[src/rtl/vc_pop_arbiter.sv]
// Two-VC pop arbiter feeding the VC output mux: VC0 priority with a bounded
// burst so VC1 cannot starve, global stall on any downstream almost-full.
module vc_pop_arbiter #(
  parameter int VC0_BURST = 4,
  parameter int CNT_W     = 3
) (
  input  logic       clk,
  input  logic       reset,
  input  logic       vc0_empty,
  input  logic       vc1_empty,
  input  logic       d0_almost_full,
  input  logic       d1_almost_full,
  output logic       pop_vc0,
  output logic       pop_vc1,
  output logic       pop_delay_vc0,
  output logic       pop_delay_vc1,
  output logic       valid_out,
  output logic [1:0] arb_state
);

  typedef enum logic [1:0] {
    IDLE      = 2'd0,
    SERVE_VC0 = 2'd1,
    SERVE_VC1 = 2'd2,
    STALL     = 2'd3
  } state_t;

  localparam logic [CNT_W-1:0] BURST_MAX = CNT_W'(VC0_BURST);

  state_t           r_state;
  state_t           w_state_next;
  logic [CNT_W-1:0] r_burst_cnt;
  logic [CNT_W-1:0] w_burst_cnt_next;
  logic             r_pop_delay_vc0;
  logic             r_pop_delay_vc1;
  logic             r_valid_out;
  logic             w_stall;
  logic             w_pop_vc0;
  logic             w_pop_vc1;

  assign w_stall = d0_almost_full | d1_almost_full;

  always_comb begin
    w_pop_vc0        = 1'b0;
    w_pop_vc1        = 1'b0;
    w_state_next     = IDLE;
    w_burst_cnt_next = r_burst_cnt;
    if (!reset) begin
      if (w_stall) begin
        w_state_next = STALL;
      end else if (!vc0_empty && (vc1_empty || (r_burst_cnt < BURST_MAX))) begin
        w_pop_vc0    = 1'b1;
        w_state_next = SERVE_VC0;
      end else if (!vc1_empty) begin
        w_pop_vc1    = 1'b1;
        w_state_next = SERVE_VC1;
      end
      // The burst only counts VC0 pops made while VC1 is actually waiting.
      if (vc1_empty || w_pop_vc1) begin
        w_burst_cnt_next = '0;
      end else if (w_pop_vc0 && (r_burst_cnt < BURST_MAX)) begin
        w_burst_cnt_next = r_burst_cnt + 1'b1;
      end
    end
  end

  always_ff @(posedge clk) begin
    if (reset) begin
      r_state         <= IDLE;
      r_burst_cnt     <= '0;
      r_pop_delay_vc0 <= 1'b0;
      r_pop_delay_vc1 <= 1'b0;
      r_valid_out     <= 1'b0;
    end else begin
      r_state         <= w_state_next;
      r_burst_cnt     <= w_burst_cnt_next;
      r_pop_delay_vc0 <= w_pop_vc0;
      r_pop_delay_vc1 <= w_pop_vc1;
      r_valid_out     <= r_pop_delay_vc0 | r_pop_delay_vc1;
    end
  end

  assign pop_vc0       = w_pop_vc0;
  assign pop_vc1       = w_pop_vc1;
  assign pop_delay_vc0 = r_pop_delay_vc0;
  assign pop_delay_vc1 = r_pop_delay_vc1;
  assign valid_out     = r_valid_out;
  assign arb_state     = r_state;

endmodule

[config.mk]
export PLATFORM = sky130hd
export DESIGN_NAME = vc_pop_arbiter
export DESIGN_NICKNAME = d
export VERILOG_FILES = /design/src/rtl/vc_pop_arbiter.sv
export SDC_FILE = /design/constraint.sdc
export NUM_CORES = 1
export LEC_CHECK = 0
export BUFFER_PORTS_ARGS = -buffer_cell sky130_fd_sc_hd__buf_2
export CAP_MARGIN = 10
export CORE_AREA = 10 10 47 49
export CTS_CLUSTER_DIAMETER = 100
export DETAILED_ROUTE_END_ITERATION = 16
export DIE_AREA = 0 0 57 59
export MAX_ROUTING_LAYER = met4
export SLEW_MARGIN = 20
export SYNTH_ARGS = -nofsm -noshare
export SYNTH_HDL_FRONTEND = slang
export SYNTH_SLANG_ARGS = --single-unit
[constraint.sdc]
create_clock -name clk -period 1.2 [get_ports clk]
set_clock_uncertainty 0.05 [all_clocks]
set_input_delay 0.12 -clock clk [delete_from_list [all_inputs] [get_ports clk]]
set_output_delay 0.12 -clock clk [all_outputs]
set_load 0.005 [all_outputs]
======== Word level (Yosys, flattened, before mapping) ========
Index checks and enable logic that the tools add are counted.
cells by class
  add/subtract/negate cells ............... 1
  order comparisons ....................... 1
  muxes and demuxes ....................... 12
  bitwise operators ....................... 2
  reductions and logical operators ........ 6
operators with widths
  cell                                                            number
  1-bit two-way mux                                               9
  2-bit two-way mux                                               3
  3-bit by 1-bit adder with 3-bit output (second input constant)  1
  3-bit less-than comparator (second input constant)              1
  1-bit logical AND                                               2
  1-bit logical OR                                                2
  1-bit OR                                                        2
  2-bit OR reduction                                              1
  1-bit logical NOT                                               1
storage, ports and cells
  register bits after elaboration ......... 8
  input bits .............................. 6
  output and inout port bits .............. 7
  logic and storage cells ................. 27

======== Longest topological paths before layout ========
Gate-level depths: netlist of run 1.
  depth after elaboration ................. 8
  mapped depth ............................ 3

======== Least setup slack after synthesis of run 1 ========
Ideal clock, no wire load.
  path kind ............................... flip-flop to flip-flop
  from .................................... reg r_burst_cnt[0]
  to ...................................... reg r_burst_cnt[1]
  data arrival time ....................... 780 ps
  slack ................................... 253 ps
  stages on the path, launching flop included .. 3
  cells stage by stage .................... dfxtp_1 ha_1 a32o_1
between the ends
  word-level cells in the longest chain between the ends .. 8
  elaborated cells between the ends (all ways) .. 13
RTL lines
  what                                 line    source
  start: declaration                   32      logic [CNT_W-1:0] r_burst_cnt;
  start signal: assignment             76      r_burst_cnt <= w_burst_cnt_next;
  3-bit less-than comparator           51, 61
  1-bit logical OR                     51      end else if (!vc0_empty && (vc1_empty || (r_burst_cnt < BURST_MAX))) begin
  1-bit logical AND                    51
  1-bit two-way mux                    51
  1-bit two-way mux                    49      if (w_stall) begin
  1-bit two-way mux                    48      if (!reset) begin
  1-bit logical OR                     59      if (vc1_empty || w_pop_vc1) begin
  2-bit OR reduction (no source line)  n/a
Parallel ways exist; a longest one is shown, timed or not. The select of a mux whose other input is x is not followed.
A chain may end at the register's enable or synchronous reset.

======== Final worst setup path of run 1 ========
  from .................................... reg r_burst_cnt[2]
  to ...................................... out pop_vc0
between the ends
  word-level cells in the longest chain between the ends .. 7
RTL lines
  what                            line  source
  3-bit less-than comparator      51
  1-bit logical OR                51
  1-bit logical AND               51
  1-bit two-way mux               51
  1-bit two-way mux               49
  1-bit two-way mux (2 in a row)  48
  end: declaration                13    output logic pop_vc0,
Every way passes these cells. The select of a mux whose other input is x is not followed.

==> results of run 1 <==
[cell type report]
class                      count  area (um^2)
clock buffer                   3         22.5
timing repair buffer          15         82.6
inverter                       1         3.75
sequential                     8          164
tap                           16         20.0
multi-input combinational     20          148
fill                         145          961
[metal layers]
layer,share of wire (%),vias to the layer above
li1,-,146
met1,43,130
met2,44,10
met3,12,0
met4,0,0
met5,0,-
[timing repair]
item / 4_1_cts / 5_1_grt
setup endpoints to repair: 2 / 2
resized for setup: 2 / 1
setup buffers: 2 / 0
pin swaps: 0 / 1
gates cloned: 0 / 0
[report_power, final]
part	internal [W]	switching [W]	total, W
clock network	0.000114	0.0000854	0.000199
registers	0.000271	0.00000225	0.000274
logic	0.0000259	0.0000332	0.0000591
total	0.000411	0.000121	0.000532
[cell families (layout without fill, tap and decap cells)]
logic type                 after synthesis  in the layout  share of synthesized area [%]
AOI/OAI and AO/OA                        7              7                           16.5
adders and majority gates                1              1                           4.02
DFF                                      8              8                           51.4
buffers and inverters                    2             19                           2.81
and+or+nand+nor                         12             12                           25.3
[cells in the final DEF (no fill, tap or decap)]
cell,n
or2_2,1
ha_1,1
nor3_1,1
a32o_1,2
o21ai_0,1
buf_2,12
nor4_4,1
buf_4,3
dfxtp_4,1
dfxtp_1,7
nor2_1,5
nor4_1,2
a21o_1,1
nor3_2,2
a21oi_1,2
clkbuf_4,3
inv_2,1
a22o_1,1
[per-stage QoR]
stage	total power [W]	worst slack, ps
after CTS	0.000545	-13.9
after global routing	0.000559	-14.4
after detailed placement	0.000337	145
after floorplan	0.000309	253
after global placement	0.000336	137
final	0.000532	33.4
[how the worst max path moves through the flow]
stage                              start        endpoint  cells after the start
after global routing      r_burst_cnt[2]         pop_vc0                      3
final                     r_burst_cnt[2]         pop_vc0                      3
after detailed placement  d1_almost_full         pop_vc0                      4
after global placement    d1_almost_full         pop_vc1                      4
after floorplan           r_burst_cnt[0]  r_burst_cnt[1]                      2
after CTS                 r_burst_cnt[2]         pop_vc0                      3
[flip-flops by register name, indices dropped and copies added (netlist names)]
name and flops:
arb_state 2, pop_delay_vc0 1, pop_delay_vc1 1, r_burst_cnt 3
valid_out 1
==> flow_metrics.env, run 1 <==
export IMPL_startpoint_type="register"
export IMPL_cp_end_kind="output pin"
export IMPL_fp_dieW_um=57
export IMPL_cts_buffers=3
export IMPL_grt_ovfl_total=0
export IMPL_grtUsageTotal_pct=4.55
export IMPL_busiest_layer="met2"
export IMPL_grtUsageMet2_pct=6.51
export IMPL_grt_pass1_wl_um=1140
export IMPL_arrival_ps=1000
export IMPL_synth_area_leaders="dfxtp_1 51%, nor4_4 6.8%, a32o_1 6.4%, nor2_1 6.0%, ha_1 4.0%"
export IMPL_synth_edff_count=0
export IMPL_hp_start="vc1_empty"
export IMPL_powerDensity_nw_per_um2=1210
export IMPL_start_util_pct=22.2
export IMPL_yosysUniqueCellTypes=15
export IMPL_avgViaCountPerCell=4.54
export IMPL_synth_most_common_cell="dfxtp_1"
export IMPL_timing_final_crit_share_pct=97.2
export IMPL_antenna_cells=0
export IMPL_path_cells="a21o_1, nor3_2, buf_2"
export IMPL_top_level_ports=13
export IMPL_regToRegSetupSlack_ps=80
export IMPL_cts_sinks=8
export IMPL_clock_latency_ps=250
export IMPL_async_flop_share_pct=0
export IMPL_placed_area_um2=394
export IMPL_crit_buf_inv=1
export IMPL_synthesis_instances=30
export IMPL_clockBufferDepth=2
export IMPL_cpMaxStageDelayCell="dfxtp_4"
export IMPL_synth_area_per_cell_um2=10.4
export IMPL_dp_cells=58
export IMPL_whs_endpoint="pop_delay_vc1"
export IMPL_ys_warn_count=0
export IMPL_firstDrtPassIters=4
export IMPL_synth_top_area_share_pct=51.4
export IMPL_slew_headroom_pct=81.9
export IMPL_grt_pass1_vias=276
export IMPL_htreeDepth=1
export IMPL_ir_drop_v=0.000288
export IMPL_nNetsFinal=56
export IMPL_rsz0062_at_grt="yes"
export IMPL_design_area_um2=440
export IMPL_gr_usage_met1_pct=4.09
export IMPL_worstPathRequired_ps=1030
export IMPL_clk_pin_slew_worst_paths_ps=50
export IMPL_wl_um=742
export IMPL_synth_commonest_cells="8 x dfxtp_1, 5 x nor2_1"
export IMPL_syn_num_nets=37
export IMPL_die_area_um2=3360
export IMPL_vias=286
export IMPL_instances_no_fill=63
export IMPL_worstReg2RegStart="r_burst_cnt[2]"
export IMPL_port_buffers=12
export IMPL_maxCapViolCount=0
export IMPL_drc=0
export IMPL_report_final_slew_viol_count=0
export IMPL_hpwl_um=589
export IMPL_outcome="finished clean"
export IMPL_rr_endpoint="r_burst_cnt[2]"
export IMPL_fp_coreArea_um2=1400
export IMPL_finalSetupViolations=0
export IMPL_tns_ps=0
export IMPL_hp_class="input port to register"
export IMPL_cts_hold_buf=0
export IMPL_antenna_found_initial=0
export IMPL_cts_root_buf="clkbuf_4"
export IMPL_utilization_pct=31.4
export IMPL_gp_congestion=0.732
export IMPL_ys_seq_elements=8
export IMPL_clock_fmax_mhz=857
export IMPL_ant_nets=0
export IMPL_die_h_um=59
export IMPL_area_growth_pct=41.4
export IMPL_holdPathStages=2
export IMPL_drt_iter0_markers=2
export IMPL_synth_area_um2=312
export IMPL_crit_fanout=4
export IMPL_cts_tree="built"
export IMPL_wl_per_cell_um=11.8
export IMPL_ff2ff_path_depth=3
export IMPL_crit_family="flip-flops"
export IMPL_slowest_delay_ps=350
export IMPL_synth_top_cell_by_area="dfxtp_1"
export IMPL_layout_drive_gt1_share_pct=51.1
export IMPL_whs_ps=103
export IMPL_synth_seq_area_share_pct=51.4
export IMPL_worstMarginPinSlew_ps=270
export IMPL_hold_violations=0
export IMPL_synthFlopType="dfxtp_1"
export IMPL_period_needed_ps=1170
export IMPL_rows=14
export IMPL_grt_use_met3_pct=3.65
export IMPL_grt_max_degree=10
export IMPL_p_leak_nw=0.205
export IMPL_worstSetupPathType="register to output pin"
No activity file was read; power rests on OpenSTA's default activity.
==> inputs of run 2 (changes only) <==
--- a/config.mk
+++ b/config.mk
@@ -7,11 +7,12 @@
 export LEC_CHECK = 0
 export BUFFER_PORTS_ARGS = -buffer_cell sky130_fd_sc_hd__buf_2
 export CAP_MARGIN = 10
-export CORE_AREA = 10 10 47 49
+export CORE_AREA = 5 5 42 44
 export CTS_CLUSTER_DIAMETER = 100
 export DETAILED_ROUTE_END_ITERATION = 16
-export DIE_AREA = 0 0 57 59
+export DIE_AREA = 0 0 47 49
 export MAX_ROUTING_LAYER = met4
+export RECOVER_POWER = 25
 export SLEW_MARGIN = 20
 export SYNTH_ARGS = -nofsm -noshare
 export SYNTH_HDL_FRONTEND = slang
==> run 2 against run 1 <==
  * The flow now finishes with violations (negative setup slack)
  * Setup slack worse by 35 ps
  * Via count rose by 1.4%
  * Power decreased by 0.34%
  * Register-to-register slack barely moved
  * Sequential share of layout area is 0.11 points lower
  * Design area increased by 0.28%
  * Critical path type unchanged
  * Critical endpoint unchanged
  * Largest power group unchanged
==> flow_metrics.env, run 2 (synthesis results as in run 1) <==
export IMPL_worstReg2RegStart="r_burst_cnt[2]"
export IMPL_mostFrequentLayoutCells="12 x buf_2, 7 x dfxtp_1, 5 x nor2_1"
export IMPL_grt_ovfl_total=0
export IMPL_hp_class="input port to register"
export IMPL_dp_cells=58
export IMPL_layout_drive_gt1_share_pct=51.1
export IMPL_crit_buf_inv=1
export IMPL_pre_cts_ws_ps=152
export IMPL_crit_family="flip-flops"
export IMPL_rows=14
export IMPL_fp_coreArea_um2=1400
export IMPL_ir_drop_v=0.000344
export IMPL_top_layer_used="met4"
export IMPL_hold_violations=0
export IMPL_violations="negative setup slack"
export IMPL_ff2ff_path_depth=3
export IMPL_slowest_delay_ps=340
export IMPL_final_setup_worst_slack_ps=-1.81
export IMPL_cts_buffers=3
export IMPL_drt_iter0_markers=2
export IMPL_startpoint_type="register"
export IMPL_rr_endpoint="r_burst_cnt[2]"
export IMPL_rsz0062_at_grt="yes"
export IMPL_grtUsageTotal_pct=7.08
export IMPL_avgViaCountPerCell=4.60
export IMPL_clockBufferDepth=2
export IMPL_design_area_um2=442
export IMPL_slew_headroom_pct=82.1
export IMPL_regToRegSetupSlack_ps=90
export IMPL_hpwl_um=529
export IMPL_cp_end_kind="output pin"
export IMPL_outcome="finished with violations"
export IMPL_cts_tree="built"
export IMPL_utilization_pct=31.5
export IMPL_hp_start="vc1_empty"
export IMPL_wl_per_cell_um=11.2
export IMPL_maxCapViolCount=0
export IMPL_wl_met2_um=326
export IMPL_die_area_um2=2300
export IMPL_port_buffers=12
export IMPL_start_util_pct=22.2
export IMPL_worstSetupPathType="register to output pin"
export IMPL_layout_commonest_cell="buf_2"
export IMPL_cts_sinks=8
export IMPL_instances_no_fill=63
export IMPL_path_cells="a21o_1, nor3_1, buf_2"
export IMPL_nNetsFinal=56
export IMPL_area_growth_pct=41.8
export IMPL_antenna_cells=0
export IMPL_grt_pass1_vias=290
export IMPL_largest_reg_flops=3
export IMPL_timing_final_crit_share_pct=100
export IMPL_wl_met1_um=289
export IMPL_top_level_ports=13
export IMPL_period_needed_ps=1200
export IMPL_finalSetupViolations=1
export IMPL_grt_pass1_wl_um=1110
export IMPL_die_h_um=49
export IMPL_cpMaxStageDelayCell="dfxtp_4"
export IMPL_worstMarginPinSlew_ps=266
export IMPL_powerDensity_nw_per_um2=1200
export IMPL_htreeDepth=1
export IMPL_p_leak_nw=0.204
export IMPL_wl_um=704
export IMPL_vias=290
export IMPL_antenna_found_initial=0
export IMPL_report_final_slew_viol_count=0
export IMPL_clock_fmax_mhz=832
export IMPL_clock_latency_ps=250
export IMPL_crit_start="r_burst_cnt[2]"
export IMPL_clk_pin_slew_worst_paths_ps=50
export IMPL_placed_area_um2=394
export IMPL_drc=0
export IMPL_routed_wl_met3_um=82
export IMPL_top_register="r_burst_cnt"
export IMPL_grt_max_degree=10
export IMPL_whs_endpoint="pop_delay_vc1"
export IMPL_arrival_ps=1030
export IMPL_gp_congestion=0.745
export IMPL_fp_dieW_um=47
export IMPL_cts_root_buf="clkbuf_4"
export IMPL_holdPathStages=2
export IMPL_worstPathRequired_ps=1030
export IMPL_ant_nets=0
export IMPL_firstDrtPassIters=4
export IMPL_crit_fanout=4
==> run 2: cell counts in the layout (fill, tap and decap cells not counted) <==
No cell type changed its count.
==> run 2: power breakdown <==
part	internal (W)	switching (W)
registers	0.000271	0.00000221
logic	0.0000259	0.0000337
clock network	0.000114	0.0000832
==> run 2: how the worst max path moves through the flow <==
stage,end,cells after the start
floorplan,r_burst_cnt[1],2
global placement,pop_vc1,4
detailed placement,pop_vc0,4
CTS,pop_vc0,3
global route,pop_vc1,3
finish,pop_vc0,3
==> run 2: stage by stage <==
step | setup TNS [ps] | total power, W | hold slack, ps
after floorplan | 0 | 0.000309 | 148
after global placement | 0 | 0.000336 | 362
after detailed placement | 0 | 0.000337 | 359
after CTS | -7.23 | 0.000543 | 91.7
after global routing | -80.7 | 0.000572 | 117
final | -1.81 | 0.000530 | 116
==> run 2: repair_timing <==
action | in CTS | in global routing
endpoints found under the setup margin | 2 | 2
hold buffers | 0 | 0
resized for setup | 2 | 1
buffers inserted | 2 | 0
pin swaps | 0 | 0
cloned | 0 | 0
==> run 2: routing by layer <==
layer | global-route usage [%] | up-vias
met1 | 6.81 | 133
met2 | 10.2 | 10
met3 | 3.69 | 2
met4 | 5.53 | 0
li1 | - | 145
met5 | - | -
==> run 2: cell type report <==
type	instances	area, um^2
repair buffers	15	82.6
multi-input cells	20	149
inverters	1	3.75
well taps	16	20.0
clock buffers	3	22.5
flip-flops and latches	8	164
fillers	156	960
